`src/rtl/fetch_pkg.sv`:
```
// Shared types for the instruction prefetch path.
// Holds the queue entry layout, FSM states and the instruction size.
package fetch_pkg;

   localparam int INSTR_BYTES = 4;

   typedef struct packed {
      logic [31:0] pc;
      logic [31:0] instr;
   } fetch_entry_t;

   typedef enum logic [1:0] {
      BOOT,
      FETCH,
      FLUSH
   } fetch_state_t;

endpackage

```
`src/rtl/fetch_fifo.sv`:
```
// Synchronous FIFO with push/pop/clear; clear beats push and pop.
// Ports: clk, rst, clear, push, data_in, pop, data_out, full, empty, count.
module fetch_fifo
   import fetch_pkg::*;
#(
   parameter int  DEPTH = 4,
   parameter type T     = fetch_entry_t
) (
   input  logic                     clk,
   input  logic                     rst,
   input  logic                     clear,
   input  logic                     push,
   input  T                         data_in,
   input  logic                     pop,
   output T                         data_out,
   output logic                     full,
   output logic                     empty,
   output logic [$clog2(DEPTH):0]   count
);

   localparam int AW = $clog2(DEPTH);
   localparam int CW = AW + 1;

   T                mem [DEPTH];
   logic [AW-1:0]   rd_ptr;
   logic [AW-1:0]   wr_ptr;
   logic [CW-1:0]   cnt;
   logic            do_push;
   logic            do_pop;

   assign full     = (cnt == CW'(DEPTH));
   assign empty    = (cnt == '0);
   assign count    = cnt;
   assign data_out = mem[rd_ptr];

   // A full queue still accepts a push when the head leaves in the same cycle.
   assign do_pop  = pop & ~empty;
   assign do_push = push & (~full | do_pop);

   always_ff @(posedge clk) begin
      if (!rst && !clear && do_push) begin
         mem[wr_ptr] <= data_in;
      end
   end

   always_ff @(posedge clk) begin
      if (rst || clear) begin
         rd_ptr <= '0;
         wr_ptr <= '0;
         cnt    <= '0;
      end else begin
         if (do_push) begin
            wr_ptr <= wr_ptr + 1'b1;
         end
         if (do_pop) begin
            rd_ptr <= rd_ptr + 1'b1;
         end
         if (do_push && !do_pop) begin
            cnt <= cnt + 1'b1;
         end else if (do_pop && !do_push) begin
            cnt <= cnt - 1'b1;
         end
      end
   end

endmodule

```
`src/rtl/fetch_prefetch_buffer.sv`:
```
// Prefetch queue between the core fetch port and the i-cache CPU side.
// Ports: clk, rst, boot_addr, redirect_*, cache_*, fetch_*, occupancy.
module fetch_prefetch_buffer
   import fetch_pkg::*;
#(
   parameter int          DEPTH    = 4,
   parameter logic [31:0] RESET_PC = 32'h0
) (
   input  logic                    clk,
   input  logic                    rst,
   input  logic [31:0]             boot_addr,
   input  logic                    redirect_valid,
   input  logic [31:0]             redirect_pc,
   output logic                    cache_req,
   output logic [31:0]             cache_addr,
   output logic                    cache_abort,
   input  logic                    cache_ready,
   input  logic [31:0]             cache_data,
   output logic                    fetch_valid,
   output logic [31:0]             fetch_pc,
   output logic [31:0]             fetch_instr,
   input  logic                    fetch_take,
   output logic [$clog2(DEPTH):0]  occupancy
);

   localparam logic [31:0] PC_MASK = ~32'h3;

   fetch_state_t  state_q;
   fetch_state_t  state_d;
   logic [31:0]   pc_q;
   logic [31:0]   pc_d;
   logic          push;
   logic          pop;
   logic          clear;
   logic          full;
   logic          empty;
   fetch_entry_t  head;
   fetch_entry_t  entry_in;

   assign entry_in    = '{pc: pc_q, instr: cache_data};
   assign cache_addr  = pc_q;
   assign fetch_valid = ~empty;
   assign fetch_pc    = head.pc;
   assign fetch_instr = head.instr;

   always_ff @(posedge clk) begin
      if (rst) begin
         state_q <= BOOT;
         pc_q    <= RESET_PC & PC_MASK;
      end else begin
         state_q <= state_d;
         pc_q    <= pc_d;
      end
   end

   always_comb begin
      state_d     = state_q;
      pc_d        = pc_q;
      cache_req   = 1'b0;
      cache_abort = 1'b0;
      push        = 1'b0;
      pop         = 1'b0;
      clear       = 1'b0;
      unique case (state_q)
         BOOT: begin
            pc_d    = boot_addr & PC_MASK;
            state_d = FETCH;
         end
         FETCH: begin
            // Full only frees a slot when the core takes the head now.
            cache_req = ~full | fetch_take;
            push      = cache_req & cache_ready;
            pop       = fetch_take & ~empty;
            if (push) begin
               pc_d = pc_q + 32'(INSTR_BYTES);
            end
         end
         FLUSH: begin
            cache_abort = 1'b1;
            state_d     = FETCH;
         end
         default: begin
            state_d = BOOT;
         end
      endcase
      // Redirect wins: drop the same-cycle response and any pop.
      if (redirect_valid && state_q != BOOT) begin
         clear   = 1'b1;
         push    = 1'b0;
         pop     = 1'b0;
         pc_d    = redirect_pc & PC_MASK;
         state_d = FLUSH;
      end
   end

   fetch_fifo #(
      .DEPTH (DEPTH),
      .T     (fetch_entry_t)
   ) u_fifo (
      .clk      (clk),
      .rst      (rst),
      .clear    (clear),
      .push     (push),
      .data_in  (entry_in),
      .pop      (pop),
      .data_out (head),
      .full     (full),
      .empty    (empty),
      .count    (occupancy)
   );

endmodule
```
`config.mk`:
```
export PLATFORM = sky130hd
export DESIGN_NAME = fetch_prefetch_buffer
export DESIGN_NICKNAME = d
export VERILOG_FILES = /design/src/rtl/fetch_pkg.sv /design/src/rtl/fetch_fifo.sv /design/src/rtl/fetch_prefetch_buffer.sv
export SDC_FILE = /design/constraint.sdc
export NUM_CORES = 1
export LEC_CHECK = 0
export ABC_CLOCK_PERIOD_IN_PS = 6200
export BUFFER_PORTS_ARGS = -buffer_cell sky130_fd_sc_hd__buf_4
export CORE_MARGIN = 1.5
export CORE_UTILIZATION = 60
export DETAILED_ROUTE_END_ITERATION = 6
export GPL_TIMING_DRIVEN = 1
export PLACE_DENSITY_LB_ADDON = 0.25
export SETUP_SLACK_MARGIN = 0.5
export SLEW_MARGIN = 40
export SYNTH_ARGS = -nofsm -noshare
export SYNTH_HDL_FRONTEND = slang
export SYNTH_HIERARCHICAL = 1
export SYNTH_SLANG_ARGS = --single-unit
```
`constraint.sdc`:
```
create_clock -name clk -period 6.2 [get_ports clk]
set_input_delay 0.31 -clock clk [delete_from_list [all_inputs] [get_ports clk]]
set_output_delay 0.31 -clock clk [all_outputs]
set_load 0.01 [all_outputs]
```
==> results.yml <==
yosys:
  postSynthNetCount: 836
  ys.warnings.count: 6
  synth_area_leaders: "edfxtp_1 63%, mux4_2 12%, dfxtp_1 7.1%, nor2_1 1.4%, nand2_1 1.0%"
  synth.top_cell.area_share_pct: 63.07
  async_flop_share_pct: 0
  syn_avg_cell_area_um2: 16.74
  synth.distinct_cells: 65
  ys_ff_latch: 299
  synth_edf_count: 256
  ys_seq_area_share_pct: 70.14
  synthCells: 728
  synth_area_leader_cell: "edfxtp_1"
  syn-cell-area_um2: 12190
  ys.flop_type: "edfxtp_1"
sta:
  timing.final.max_slew_violations: 0
  tightest_slew_ps: 755.5
  skew_ps: 14.21
  slew_headroom_pct: 49.22
  min_period_ps: 3505
  hold_violations: 0
  setup_tns_ps: 0
  finalSetupViolations: 0
  max_freq_mhz: 285.3
  post-route-period-util_pct: 56.54
  grt_setup_unrepaired: "false"
  setup_slack_ps: 2695
floorplanning:
  core-area_um2: 19720
  start_util_pct: 61.81
  die_y_um: 145.5
  core.rowCount: 51
  die_width_um: 145.5
  dieArea_um2: 21180
  ios: 203
clock_tree:
  insertion_delay_ps: 530
  cts_root_buffer: "clkbuf_16"
  post_cts_buffers: 0
  htree_levels: 1
  cts_buffers: 28
  clk_pin_slew_worst_paths_ps: 70
  clock_path_buffers: 3
  cts.sinks: 299
  cts_tree: "done"
worst_hold_path:
  hold_depth: 3
  hold_path_class: "primary input to flop"
  min_to: "cache_addr[4]"
  min_from: "redirect_pc[4]"
setup_path:
  reg2reg_depth: 10
  critical_path.startpoint: "state_q[0]"
  worstPathMaxFanout: 13
  crit_cells: 10
  max_stage_delay_ps: 600
  r2r-end: "u_fifo/count[2]"
  worstSetupEndpointType: "flop"
  r2r_setup_slack_ps: 2690
  path_buf_inv: 2
  cp_cell_sequence: "nor3b_1 -> nand3_1 -> clkinv_1 -> and2_4 -> ha_1 -> inv_1 -> fa_1 -> xor2_1 -> or3_1 -> a21oi_1"
  path_class: "flop to flop"
  critPathArrivalTime_ps: 3970
  crit_family: "simple AND/OR/NAND/NOR gates"
  r2r-start: "state_q[0]"
  cp.required_ps: 6670
  slowest_stage: "nor3b_1"
  critPathLaunchType: "flop"
global_route:
  antenna_found_initial: 0
  grt_overflow: 0
  grt_pass1_vias: 7937
  grt_max_degree: 39
  track_usage_pct: 27.49
  grt_pass1_wl_mm: 44.79
drt:
  wire_per_inst_um: 23.24
  postRouteAntennaNets: 0
  vias_per_cell: 6.312
  wirelength_mm: 28.94
  drtPass1Iterations: 5
  drc: 0
  vias: 7859
  drt_first_iter_violations: 848
flow_run:
  maxCapViolations: 0
final_layout:
  nets: 1067
  final_area_um2: 15310
  num_antenna_cells: 0
  fin_util_pct: 77.67
  synthToLayoutAreaGrowth_pct: 25.65
  layout_common_cells: "256 x edfxtp_1, 203 x buf_4, 64 x mux4_2"
  final_layout_size_suffix_gt1_share_pct: 34.29
  final_common_cell: "edfxtp_1"
placed_design:
  io_buffers: 198
  gp_congestion: 0.9110
  dpl_worst_slack_ps: 2842
  hpwl_mm: 18.02
  dpl_cell_area_um2: 14010
power:
  p_total_mw: 4.418
  power_density_nw_per_um2: 288.5
  p_leak_nw: 5.278
  vdd_drop_max_v: 0.0002150
outcome:
  status: "finished clean"
[worst max path at each step]
stage	endpoint	slack, ps
finish	u_fifo/count[2]	2690
detailed placement	u_fifo/count[2]	2840
global placement	u_fifo/mem[0][2]	2980
floorplan	u_fifo/mem[0][0]	2860
global route	u_fifo/count[2]	2590
CTS	u_fifo/count[2]	2800
[cells in the mapped netlist (all sizes together) (5+ instances only)]
| cell | count |
|---|---|
| or3 | 7 |
| clkbuf | 25 |
| mux4 | 64 |
| o221ai | 7 |
| a211oi | 14 |
| nand2 | 33 |
| and4 | 8 |
| a21oi | 20 |
| nor3 | 12 |
| o21ai | 24 |
| nand3 | 22 |
| ha | 6 |
| nand4 | 12 |
| a311oi | 5 |
| nor4 | 9 |
| xor2 | 7 |
| edfxtp | 256 |
| and3 | 6 |
| nor2 | 45 |
| o31ai | 6 |
| mux2i | 6 |
| a31oi | 6 |
| buf | 14 |
| dfxtp | 43 |
| o22ai | 6 |
| inv | 12 |
[logic make-up (layout without fill, tap and decap cells)]
| kind of cell | Yosys count | in the layout | share of synthesized area [%] |
|---|---|---|---|
| XOR/XNOR | 11 | 11 | 0.7905 |
| multiplexers | 70 | 70 | 12.32 |
| adder cells (fa/ha/maj) | 7 | 7 | 0.7802 |
| AO/OA/AOI/OAI | 115 | 115 | 6.478 |
| AND/OR/NAND/NOR | 173 | 173 | 7.689 |
| flip-flops | 299 | 299 | 70.14 |
| buffers and inverters | 53 | 305 | 1.807 |
[through the flow]
| step | instances | hold slack (ps) |
|---|---|---|
| floorplan | 728 | 408.9 |
| global placement | 1157 | 503.1 |
| detailed placement | 1162 | 515.5 |
| CTS | 1245 | 61.00 |
| global route | 1245 | 65.53 |
| finish | 1245 | 83.62 |
[metal layers]
metal / up-vias / track usage (%) / wire (um)
li1: 3416 / - / -
met1: 3935 / 37.10 / 11090
met2: 468 / 47.81 / 14830
met3: 40 / 3.699 / 2465
met4: 0 / 6.939 / 550
met5: - / 0 / 0
[power by group]
part	internal [mW]	total [mW]	switching, mW
Clock	1.10	1.81	0.706
Combinational	0.152	0.308	0.155
Sequential	2.23	2.30	0.0757
Total	3.48	4.42	0.937
[sequential cells by signal, summed over array words and instances (netlist names), named ones only]
register,flops
u_fifo/mem,256
cache_addr,32
u_fifo/count,3
state_q,2
u_fifo/rd_ptr,2
u_fifo/wr_ptr,2
[worst min-delay path: stages]
cell and delay (ps):
buf_4 80, a211oi_1 50, nor3_1 120
[final cells by class]
| class | instances | area, um^2 |
|---|---|---|
| Tap cell | 265 | 331.6 |
| Multi-Input combinational cell | 376 | 3450 |
| Inverter | 14 | 52.55 |
| Timing Repair Buffer | 240 | 1944 |
| Sequential cell | 299 | 8556 |
| Clock buffer | 34 | 744.5 |
| Fill cell | 1103 | 4403 |
| Clock inverter | 17 | 236.5 |
[what timing repair did]
item,CTS,global route
resized for setup,0,0
hold buffers,32,0
endpoints found under the hold margin,128,0
Power figures use the tool's default switching activity.
